## config.mk

```make
export PLATFORM = sky130hd
export DESIGN_NAME = issue_perf_counters
export DESIGN_NICKNAME = d
export VERILOG_FILES = /design/src/rtl/issue_perf_counters.sv
export SDC_FILE = /design/constraint.sdc
export NUM_CORES = 1
export LEC_CHECK = 0
export CELL_PAD_IN_SITES_DETAIL_PLACEMENT = 1
export CELL_PAD_IN_SITES_GLOBAL_PLACEMENT = 1
export CORE_ASPECT_RATIO = 0.8
export CORE_MARGIN = 3
export CORE_UTILIZATION = 35
export CTS_BUF_LIST = sky130_fd_sc_hd__clkbuf_8
export DETAILED_ROUTE_END_ITERATION = 8
export HOLD_SLACK_MARGIN = 0.03
export PLACE_DENSITY_LB_ADDON = 0.2
export SLEW_MARGIN = 10
export SYNTH_ARGS = -nofsm -noshare
export SYNTH_HDL_FRONTEND = slang
export SYNTH_SLANG_ARGS = --single-unit
```

## constraint.sdc

```tcl
create_clock -name clk -period 2.1 [get_ports clk]
set_input_delay 0.42 -clock clk [delete_from_list [all_inputs] [get_ports clk]]
set_output_delay 0.42 -clock clk [all_outputs]
set_load 0.005 [all_outputs]
```

## src/rtl/issue_perf_counters.sv

```systemverilog
// Issue-stage perf counters: decodes per-cycle stall/dispatch events, registers
// them once, then accumulates into wrapping PERF_CTR_BITS-wide counters.
module issue_perf_counters #(
    parameter int PERF_CTR_BITS = 44,
    parameter int NUM_THREADS   = 4,
    parameter bit EXT_F_ENABLE  = 1'b1
) (
    input  logic                     clk,
    input  logic                     reset,
    input  logic                     perf_freeze,
    input  logic                     decode_valid,
    input  logic                     ibuf_ready,
    input  logic                     ibuf_valid,
    input  logic                     scb_ready,
    input  logic                     disp_valid,
    input  logic [2:0]               disp_ex_type,
    input  logic [NUM_THREADS-1:0]   disp_tmask,
    input  logic [4:0]               unit_ready,
    output logic [PERF_CTR_BITS-1:0] ibf_stalls,
    output logic [PERF_CTR_BITS-1:0] scb_stalls,
    output logic [PERF_CTR_BITS-1:0] lsu_stalls,
    output logic [PERF_CTR_BITS-1:0] csr_stalls,
    output logic [PERF_CTR_BITS-1:0] alu_stalls,
    output logic [PERF_CTR_BITS-1:0] fpu_stalls,
    output logic [PERF_CTR_BITS-1:0] gpu_stalls,
    output logic [PERF_CTR_BITS-1:0] active_threads
);

    localparam int CNT_W  = $clog2(NUM_THREADS + 1);
    localparam int NUM_EV = 7;  // 0 ibf, 1 scb, 2+u unit stall (alu, lsu, csr, fpu, gpu)

    logic [NUM_EV-1:0]                    ev_d, ev_q;
    logic [CNT_W-1:0]                     thr_d, thr_q;
    logic [NUM_EV-1:0][PERF_CTR_BITS-1:0] stall_d, stall_q;
    logic [PERF_CTR_BITS-1:0]             thr_sum_d, thr_sum_q;
    logic                                 fire;

    always_comb begin
        ev_d    = '0;
        thr_d   = '0;
        fire    = 1'b0;
        ev_d[0] = decode_valid & ~ibuf_ready;
        ev_d[1] = ibuf_valid & ~scb_ready;
        // Reserved ex_type 5-7 match no unit, so they neither stall nor fire.
        for (int u = 0; u < 5; u++) begin
            if (disp_valid && disp_ex_type == 3'(u)) begin
                if (unit_ready[u]) fire = 1'b1;
                else               ev_d[2+u] = 1'b1;
            end
        end
        if (!EXT_F_ENABLE) ev_d[5] = 1'b0;
        if (fire) begin
            for (int t = 0; t < NUM_THREADS; t++)
                thr_d = thr_d + CNT_W'(disp_tmask[t]);
        end
    end

    always_comb begin
        stall_d   = stall_q;
        thr_sum_d = thr_sum_q;
        // A frozen cycle drops whatever stage 1 holds rather than deferring it.
        if (!perf_freeze) begin
            for (int e = 0; e < NUM_EV; e++)
                stall_d[e] = stall_q[e] + PERF_CTR_BITS'(ev_q[e]);
            thr_sum_d = thr_sum_q + PERF_CTR_BITS'(thr_q);
        end
    end

    always_ff @(posedge clk) begin
        if (!reset) begin
            ev_q      <= '0;
            thr_q     <= '0;
            stall_q   <= '0;
            thr_sum_q <= '0;
        end else begin
            ev_q      <= ev_d;
            thr_q     <= thr_d;
            stall_q   <= stall_d;
            thr_sum_q <= thr_sum_d;
        end
    end

    assign ibf_stalls     = stall_q[0];
    assign scb_stalls     = stall_q[1];
    assign alu_stalls     = stall_q[2];
    assign lsu_stalls     = stall_q[3];
    assign csr_stalls     = stall_q[4];
    // Without EXT_F the fpu event is masked, so this counter never leaves 0.
    assign fpu_stalls     = stall_q[5];
    assign gpu_stalls     = stall_q[6];
    assign active_threads = thr_sum_q;

endmodule

```

# [After elaboration in Yosys (flattened, before gate mapping)]
# Index checks and enable logic that the tools add are counted.
[word_totals] output_inout_bits=352 inputBits=20 elab_cells=61 reg_bits=362
[op_classes] mux=15 bitwise_logic=4 addsub=11 n_reduce_logical=12 eq_ne=4
[op_table] operator="44-bit by 1-bit adder with 44-bit output" count=7
[op_table] operator="44-bit by 3-bit adder with 44-bit output" count=1
[op_table] operator="1-bit 2-to-1 mux" count=15
[op_table] operator="2-bit AND reduction" count=6
[op_table] operator="3-bit by 2-bit equality test with 1-bit output (second input constant)" count=2
[op_table] operator="1-bit logical AND" count=5
[op_table] operator="2-bit by 1-bit adder with 3-bit output" count=1
[op_table] operator="3-bit by 1-bit adder with 3-bit output" count=1
[op_table] operator="3-bit by 1-bit equality test with 1-bit output (second input constant)" count=1
[op_table] operator="3-bit equality test (second input constant)" count=1
[op_table] operator="3-bit logical NOT" count=1
[op_table] operator="1-bit by 1-bit adder with 2-bit output" count=1
[op_table] operator="1-bit AND" count=2
[op_table] operator="1-bit NOT" count=2

# [Logic depth before layout (Yosys ltp)]
# Gate-level depths: netlist of the first run.
[logic_depth] depth_word=12 ltp_mapped=8 depth_no_buf=7

# [Least setup slack after synthesis of the first run]
# Ideal clock, no wire load.
[synth_timing] path_type="register -> register" start="register stall_q, in the netlist lsu_stalls[0]" end="register stall_q, in the netlist lsu_stalls[40]" n_path_buf=1 path_stages_with_launch=9 setup_time_ns=0.118 synth_period_minus_slack_ns=2.318 required_time_ns=1.982 path_slack_ns=-0.218 t_arrival_ns=2.200 cell_sequence="dfxtp_1 > ha_1 > ha_1 > nand3_1 > or2_1 > buf_6 > or3_4 > or4_4 > mux2i_1"
[synth_between] elab_chain_len=1
[synth_rtl] element="from (decl)" line="34" source="logic [NUM_EV-1:0][PERF_CTR_BITS-1:0] stall_d, stall_q;"
[synth_rtl] element="from (signal assigned)" line="78" source="stall_q <= stall_d;"
[synth_rtl] element="44-bit by 1-bit adder with 44-bit output" line="64" source="stall_d[e] = stall_q[e] + PERF_CTR_BITS'(ev_q[e]);"
# No other way between the ends.
# A chain may end at the register's enable or synchronous reset.

# [Worst setup path in the final report of the first run]
[layout_timing] start="register stall_q, in the netlist fpu_stalls[0]" end="register stall_q, in the netlist fpu_stalls[38]"
# The elaborated chain is that of the path after synthesis.

==> run_results.csv, run 1 <==
group,metric,value,unit
cts,cts_tree,"done",
synth,ys.flop_type,"dfxtp_1",
layout,drive_gt1_share,19.9,%
cts,cts_hold_buffers,0,
critical_path,cp-start-kind,"flip-flop",
cts,numCtsBuffers,60,
floorplan,ios,372,
synth,synthTopCellsByArea,"dfxtp_1 44%, xnor2_1 6.6%, nor2_1 6.3%",
synth,ys_types,59,
cts,clockBufferDepth,3,
critical_path,cp.arrival,2.64,ns
route,antenna_left,0,
sta,hold_violations,0,
critical_path,path_class,"flip-flop to flip-flop",
pwr,ir_worst_vdd,0.465,mV
cts,clkTransAtPathRegs,0.06,ns
sta,max_slew_margin,60.4,%
synth,synth_area,16500,sq um
placement,dp_hpwl,43.5,mm
critical_path,cp_max_fo,6,
flow_run,maxCapViolations,0,
route,post-route-drc-count,0,
synth,postSynthNetCount,1964,
min_path,hp-class,"primary input to flip-flop",
layout,post-route-util,52.0,%
layout,area_growth,45.2,%
synth,yosysTopAreaCell,"dfxtp_1",
route,vias_per_cell,5.27,
layout,fillers,5426,
synth,synth_enable_flop_cells,0,
floorplan,fp.dieW,249,microns
cts,cts_root_buf,"clkbuf_8",
synth,yosys_register_bits,362,
critical_path,reg2reg_from,"fpu_stalls[0]",
route,via_count,16600,
placement,io_buffers,371,
floorplan,dieArea,49900,sq um
status,status,"finished clean",
synth,netlist.area_leader.share,43.8,%
sta,slew_viol_final,0,
synth,async_reset_ff_share,0,%
min_path,worstHoldStart,"reset",
floorplan,fp.dieH,200,microns
cts,cts_max_level,2,
route,drt-total-wl,59.5,mm
placement,gp_congestion,0.832,
route,first_pass_iters,5,
grt,gr-usage-met1,29.7,%
sta,min_period_over_period,98.4,%
floorplan,rows,70,
sta,setup_ws,0.0328,ns
placement,place_ws,-0.228,ns
floorplan,core-area,46200,sq um
synth,syn_inst,1923,
pwr,powerDensity,560,nW/um^2
grt,grt_pass1_vias,17300,
grt,grt_max_degree,82,
sta,period_needed,2.07,ns
sta,setup_viol_count_final,0,
synth,yosysWarnings,0,
critical_path,cp.required,2.67,ns
layout,stdcell_count,3147,
grt,grtUsageMet3,5.45,%
grt,grt.busiest_layer,"met2",
critical_path,startpoint,"fpu_stalls[0]",
floorplan,initial_core_util,35.8,%
synth,avgSynthCellArea,8.60,sq um
synth,synth-seq-area-share,43.8,%
sta,rsz0062_at_grt,"yes",
critical_path,end_kind,"flip-flop",
layout,fin_nets,2530,
sta,hold-worst-slack,0.227,ns
placement,dp_cells,3023,
grt,grt_usage,22.8,%
grt,met2_usage,37.1,%
cts,clk_latency,0.65,ns
grt,grt-ovfl-total,0,
route,drtIter0Drc,667,
sta,fin_skew,0.0141,ns
pwr,power_leakage,9.30,nW
grt,antenna_found_initial,2,
grt,grt_pass1_wl,94.5,mm
route,avgRoutedWirePerCell,18.9,microns
sta,fmax,484,MHz
cts,clock_sinks,362,
sta,tightest_slew,0.592,ns
## per-stage QoR
stage | power [mW] | instance area, sq um | TNS [ns]
global placement | 7.32 | 22300 | -3.81
floorplan | 7.18 | 16600 | 0
CTS | 13.6 | 23600 | -0.0658
finish | 13.4 | 24000 | 0
global route | 14.0 | 24000 | -0.262
detailed placement | 7.33 | 22300 | -9.36
## timing repair
action / 4_1_cts / 5_1_grt
gates resized for setup: 179 / 121
endpoints found under the setup margin: 168 / 139
buffers inserted: 6 / 11
pin swaps: 14 / 20
## cells by family (layout without fill, tap and decap cells)
| kind of cell | after synthesis | count (layout) | share of synthesized area, % |
|---|---|---|---|
| simple gates | 975 | 975 | 31.6 |
| flops | 362 | 362 | 43.8 |
| mux | 25 | 25 | 1.59 |
| xor+xnor | 237 | 237 | 12.5 |
| compound gates | 184 | 184 | 6.00 |
| buf+inv | 119 | 729 | 2.78 |
| fa+ha+maj | 21 | 21 | 1.68 |
| other cells | 0 | 2 | 0 |
## worst paths after layout
path,end,slack (ns),depth (start not counted)
setup / recovery,fpu_stalls[38],0.03,8
setup reg to reg,fpu_stalls[38],0.03,8
hold reg to reg,lsu_stalls[43],0.49,2
hold / removal,fpu_stalls[0],0.23,3
## power breakdown
part | total, mW | leakage (nW) | internal, mW | switching, mW
Sequential | 6.88 | 2.98 | 6.87 | 0.00715
Clock | 6.27 | 0.685 | 3.26 | 3.01
Combinational | 0.295 | 5.63 | 0.103 | 0.192
## critical path: stages (launching register included)
cell and delay, ns:
dfxtp_2 0.35, ha_4 0.15, ha_4 0.12, and4b_1 0.23
nand4_1 0.12, or3_4 0.41, buf_6 0.16, or3_1 0.34
a21oi_1 0.12
## area by class of cell
| class | count | area, sq um | area share, % |
|---|---|---|---|
| Clock buffer | 77 | 1060 | 4.41 |
| Timing Repair Buffer | 584 | 5380 | 22.4 |
| Clock inverter | 29 | 128 | 0.531 |
| Antenna cell | 2 | 5.00 | 0.0208 |
| Inverter | 39 | 154 | 0.641 |
| Tap cell | 612 | 766 | 3.19 |
| Multi-Input combinational cell | 1442 | 9110 | 37.9 |
| Sequential cell | 362 | 7420 | 30.9 |
## synth_stat cells (10+ instances only)
cell type and count:
or3_1 73, nor2b_1 10, inv_1 38, and3_1 38, nand3_1 105, or4_1 17, dfxtp_1 362, mux2i_1 24
nor2_1 279, nor4_1 58, xnor2_1 125, ha_1 19, nand2b_1 16, o31ai_1 16, and4_1 32, clkbuf_1 71
o21ai_0 69, a21oi_1 89, nand2_1 118, and2_1 32, xor2_1 112, nor3_1 30, nand4_1 115
## sequential cells by signal, indices dropped and copies added (netlist names)
register,flops
active_threads,44
alu_stalls,44
csr_stalls,44
fpu_stalls,44
gpu_stalls,44
ibf_stalls,44
lsu_stalls,44
scb_stalls,44
ev_q,7
thr_q,3
## layout by cell type (no fill, tap or decap), types with 5 or more instances in the layout
master / count
nor2_1: 279
clkdlybuf4s50_1: 268
dfxtp_1: 228
buf_4: 191
dfxtp_2: 132
xnor2_1: 125
nand2_1: 117
nand4_1: 115
xor2_1: 112
nand3_1: 104
a21oi_1: 84
dlygate4sd2_1: 78
clkbuf_8: 77
or3_1: 71
o21ai_0: 69
inv_1: 56
nor4_1: 47
and3_1: 36
and2_1: 32
and4_1: 30
nor3_1: 28
mux2i_1: 24
dlymetal6s2s_1: 23
buf_6: 18
nand2b_1: 16
o31ai_1: 15
or4_1: 14
nor4_2: 11
nor2b_1: 10
clkinv_2: 9
ha_1: 8
ha_4: 7
nand4b_1: 6
and4b_1: 6
nor3b_1: 5
## per-layer routing
layer  wire length, microns  up-vias
li1                       -     7919
met1                  26400     8161
met2                  27700      411
met3                   3680      108
met4                   1740        0
met5                      0        -
No activity file was read; power rests on OpenSTA's default activity.
==> inputs of run 2 (changes only) <==
Settings changed: CORE_UTILIZATION 35 to 39.
Clock period 2.1 ns to 1.97 ns, I/O delays scaled along.
==> run 2 against run 1 <==
The flow now finishes with violations (negative setup slack). Utilization grew 11 points. Critical path depth decreased by 1. Highest routed layer unchanged. Register-to-register slack lost 0.25 ns. Clock power is 23% higher. Critical endpoint is now fpu_stalls[36]. Hold slack improved by 0.00067 ns. Final cell count is 2.4% higher. Combinational power is 16% higher. Die area down 10%. First-iteration DRC count is 54% higher. Critical path type unchanged.
==> run_results.csv, run 2 (same netlist as run 1, synthesis figures left out) <==
group,metric,value,unit
cts,numCtsBuffers,58,
critical_path,path_class,"flip-flop to flip-flop",
layout,fillers,4699,
grt,antenna_found_initial,1,
placement,gp_congestion,0.868,
floorplan,rows,66,
sta,slew_viol_final,0,
cts,cts_root_buf,"clkbuf_8",
pwr,power_leakage,11.4,nW
route,post-route-drc-count,0,
critical_path,end_kind,"flip-flop",
placement,io_buffers,371,
sta,tightest_slew,0.564,ns
critical_path,r2r_cells,7,
flow_run,maxCapViolations,0,
placement,dp_hpwl,44.5,mm
layout,layout_common_cells,"323 x buf_4, 277 x dlygate4sd2_1, 275 x nor2_1",
route,drtIter0Drc,1029,
critical_path,cp-start-kind,"flip-flop",
floorplan,fp.dieW,236,microns
layout,fin_nets,2671,
sta,rsz0062_at_grt,"yes",
floorplan,core-area,41300,sq um
cts,clock_sinks,362,
sta,min_period_over_period,111,%
sta,hold_violations,0,
sta,setup_viol_count_final,39,
route,first_pass_iters,5,
layout,drive_gt1_share,31.8,%
min_path,hp-class,"primary input to flip-flop",
cts,clockBufferDepth,3,
status,status,"complete, but fails checks",
pwr,ir_worst_vdd,0.479,mV
min_path,hold_depth,3,
route,drt-total-wl,75.1,mm
grt,grt_pass1_wl,106,mm
cts,cts_max_level,2,
cts,cts_tree,"done",
floorplan,initial_core_util,40.1,%
grt,grt_usage,28.9,%
pwr,powerDensity,586,nW/um^2
sta,period_needed,2.19,ns
route,vias_per_cell,5.71,
grt,grt-ovfl-total,0,
critical_path,cp.arrival,2.77,ns
sta,setup_ws,-0.219,ns
floorplan,dieArea,44900,sq um
layout,layout_commonest_cell,"buf_4",
floorplan,fp.dieH,190,microns
route,via_count,18400,
grt,grt_max_degree,59,
critical_path,cp_max_fo,6,
sta,tns,-3.35,ns
route,antenna_left,0,
status,violations,"negative setup slack",
cts,clk_latency,0.68,ns
cts,clkTransAtPathRegs,0.07,ns
grt,grt_pass1_vias,19300,
sta,fmax,457,MHz
layout,post-route-util,63.2,%
sta,fin_skew,0.0258,ns
critical_path,cp.required,2.55,ns
layout,area_growth,57.7,%
route,avgRoutedWirePerCell,23.3,microns
floorplan,ios,372,
sta,max_slew_margin,62.3,%
==> run 2: cell count changes in the layout (fill, tap and decap cells not counted), moves of 10 or more <==
cell | previous run | this run
a21oi_2 | 4 | 21
dlymetal6s2s_1 | 23 | 9
buf_4 | 191 | 323
clkdlybuf4s50_1 | 268 | 80
dfxtp_2 | 132 | 149
dfxtp_4 | 2 | 78
nor4_2 | 11 | 21
nor4_1 | 47 | 17
dlygate4sd2_1 | 78 | 277
nor4_4 | 1 | 21
a21oi_1 | 84 | 67
dfxtp_1 | 228 | 135
==> run 2: worst paths after layout <==
check / start / to / slack, ns
worst max-delay path: fpu_stalls[0] / fpu_stalls[36] / -0.22
worst max register to register: fpu_stalls[0] / fpu_stalls[36] / -0.22
worst min register to register: active_threads[33] / active_threads[33] / 0.50
worst min-delay path: reset / ev_q[6] / 0.23
==> run 2: repair_timing <==
item,in CTS,in global routing
endpoints found under the setup margin,412,166
setup buffers,43,41
gates resized for setup,619,195
hold buffers,0,0
pin swaps,24,79
cloned,2,3
==> run 2: critical path: stages, from the launching register on <==
cell	delay, ns
dfxtp_2	0.35
ha_4	0.16
ha_4	0.12
and4b_1	0.23
nand4_1	0.16
or3_4	0.42
or4b_4	0.50
a21oi_2	0.18
==> run 2: per-stage QoR <==
step	power, mW	hold slack, ns	setup slack, ns	cells	area [sq um]
final	15.3	0.228	-0.219	3224	26100
after global routing	15.7	0.226	-0.309	3224	26100
after CTS	15.2	0.151	-0.153	3179	24900
after detailed placement	7.82	0.487	-0.295	3026	22800
after global placement	7.81	0.469	-0.215	3026	22800
after floorplan	7.66	0.463	-0.0855	1923	16600
==> run 2: final cells by class <==
type	instances	area (sq um)	share of cell area, %
flip-flops and latches	362	7730	29.6
clock inverters	31	287	1.10
repair buffers	726	6200	23.8
multi-input cells	1443	9960	38.2
inverters	39	154	0.590
well taps	544	681	2.61
diodes	1	2.50	0.00960
clock buffers	78	1070	4.12
==> run 2: layer usage <==
layer | GRT usage (%) | vias up | wire, microns
met1 | 34.5 | 9250 | 29300
met3 | 6.35 | 215 | 4810
li1 | - | 8227 | -
met2 | 50.5 | 713 | 37800
met4 | 11.8 | 0 | 3160
met5 | 0 | - | 0
==> run 2: where the power goes <==
group / switching (mW) / total, mW / internal (mW)
clock network: 3.51 / 7.72 / 4.21
logic: 0.221 / 0.343 / 0.122
registers: 0.00785 / 7.22 / 7.21
total: 3.74 / 15.3 / 11.6
==> inputs of run 3 (changes only) <==
Settings changed: CORE_MARGIN 3 to unset, PLACE_DENSITY_LB_ADDON 0.2 to 0.1.
==> run 3 against run 2 <==
The flow still finishes with violations (negative setup slack). Power fell by 8.3%. Register-to-register slack worse by 0.04 ns. Via count down 6.7%. Utilization decreased by 2.5 points. First-iteration DRC count down 31%. Clock power is 16% lower. Hold slack worse by 0.049 ns. Clock-buffer cell count shrank 4. Combinational power shrank 8.7%. Critical endpoint unchanged.
==> run_results.csv, run 3 (same netlist as run 1, synthesis figures left out) <==
group,metric,value,unit
sta,rsz0062_at_grt,"yes",
grt,grt-ovfl-total,0,
sta,fin_skew,0.0229,ns
placement,io_buffers,371,
route,post-route-drc-count,0,
status,status,"complete, but fails checks",
layout,fin_nets,2648,
placement,place_ws,-0.302,ns
critical_path,cp.required,2.54,ns
placement,placed_cell_area,22700,sq um
layout,stdcell_count,3196,
placement,dp_cells,3029,
route,avgRoutedWirePerCell,19.9,microns
floorplan,ios,372,
grt,antenna_found_initial,3,
cts,cts_root_buf,"clkbuf_8",
cts,clock_sinks,362,
sta,setup_viol_count_final,21,
status,violations,"negative setup slack",
cts,cts_hold_buffers,0,
critical_path,path_class,"flip-flop to flip-flop",
critical_path,end_kind,"flip-flop",
grt,grt_pass1_wl,93.3,mm
cts,cts_max_level,2,
grt,grt_max_degree,81,
sta,fmax,448,MHz
route,via_count,17200,
layout,drive_gt1_share,29.3,%
layout,area_growth,53.4,%
route,first_pass_iters,4,
min_path,hp-class,"primary input to flip-flop",
layout,fin_area,25400,sq um
placement,gp_congestion,0.846,
cts,clkTransAtPathRegs,0.05,ns
sta,slew_viol_final,0,
sta,max_slew_margin,66.1,%
pwr,powerDensity,553,nW/um^2
floorplan,fp.dieH,186,microns
sta,tightest_slew,0.503,ns
pwr,power_leakage,10.9,nW
cts,clk_latency,0.66,ns
floorplan,core-area,41800,sq um
route,vias_per_cell,5.38,
grt,grt_usage,26.8,%
floorplan,rows,67,
sta,period_needed,2.23,ns
cts,numCtsBuffers,60,
critical_path,cp.arrival,2.80,ns
critical_path,cp_max_fo,10,
route,drtIter0Drc,712,
cts,cts_tree,"done",
route,antenna_left,0,
cts,clockBufferDepth,3,
grt,grt_pass1_vias,17600,
route,drt-total-wl,63.5,mm
pwr,ir_worst_vdd,0.449,mV
floorplan,fp.dieW,232,microns
flow_run,maxCapViolations,0,
sta,setup_ws,-0.260,ns
floorplan,dieArea,43200,sq um
critical_path,cp-start-kind,"flip-flop",
placement,dp_hpwl,42.2,mm
layout,layout_common_cells,"296 x buf_4, 274 x nor2_1, 255 x dlygate4sd2_1",
sta,hold_violations,0,
sta,tns,-2.12,ns
layout,layout_commonest_cell,"buf_4",
floorplan,initial_core_util,39.5,%
sta,min_period_over_period,113,%
==> run 3: cell count changes in the layout (fill, tap and decap cells not counted), sizes merged, moves of 2 or more <==
cell,previous run,this run
clkdlybuf4s15,2,0
bufinv,5,0
clkinv,13,1
clkinvlp,4,0
clkbuf,78,74
dlygate4sd2,277,255
inv,48,61
clkdlybuf4s50,80,105
buf,358,332
==> run 3: worst paths after layout <==
check                       from              to  slack (ns)  depth (start not counted)
setup / recovery   fpu_stalls[0]  fpu_stalls[36]       -0.26                          7
hold / removal             reset         ev_q[2]        0.18                          3
setup reg to reg   fpu_stalls[0]  fpu_stalls[36]       -0.26                          7
hold reg to reg   lsu_stalls[36]  lsu_stalls[36]        0.49                          2
==> run 3: final cells by class <==
class	count	area (sq um)
Sequential cell	362	7690
Fill cell	4819	16500
Antenna cell	2	5.00
Inverter	39	154
Clock inverter	23	87.6
Clock buffer	74	1020
Multi-Input combinational cell	1443	9660
Tap cell	552	691
Timing Repair Buffer	701	6070
==> run 3: through the flow <==
stage	hold slack [ns]	utilization, %	power, mW
6_report	0.179	60.7	14.0
2_1_floorplan	0.463	-	7.66
3_5_place_dp	0.479	54.4	7.80
5_1_grt	0.177	60.7	14.5
4_1_cts	0.134	58.4	14.1
3_3_place_gp	0.466	54.4	7.80
==> run 3: worst max-delay path, cell delays in order, from the launching register on <==
cell     delay, ns
dfxtp_2       0.35
ha_4          0.15
ha_4          0.12
and4b_1       0.24
nand4_1       0.19
or3_4         0.44
or4b_4        0.51
a21oi_2       0.15
==> run 3: metal layers <==
layer  wire (microns)  share of wire [%]  track usage (%)
met5                0                  0                0
met4             2600                4.1             13.2
met3             3330                5.2             5.55
met2            30800                 48             44.8
met1            26800                 42             32.9
==> run 3: where the power goes <==
group          switching [mW]  internal (mW)  total, mW  leakage, nW
clock network            3.14           3.32       6.46        0.653
registers             0.00900           7.24       7.25         3.05
logic                   0.203          0.109      0.313         7.22
==> run 3: timing repair <==
action                     in CTS  in global routing
setup endpoints to repair     405                144
gates cloned                    0                  2
resized for setup             576                154
setup buffers                  38                 31
pin swaps                      22                 85
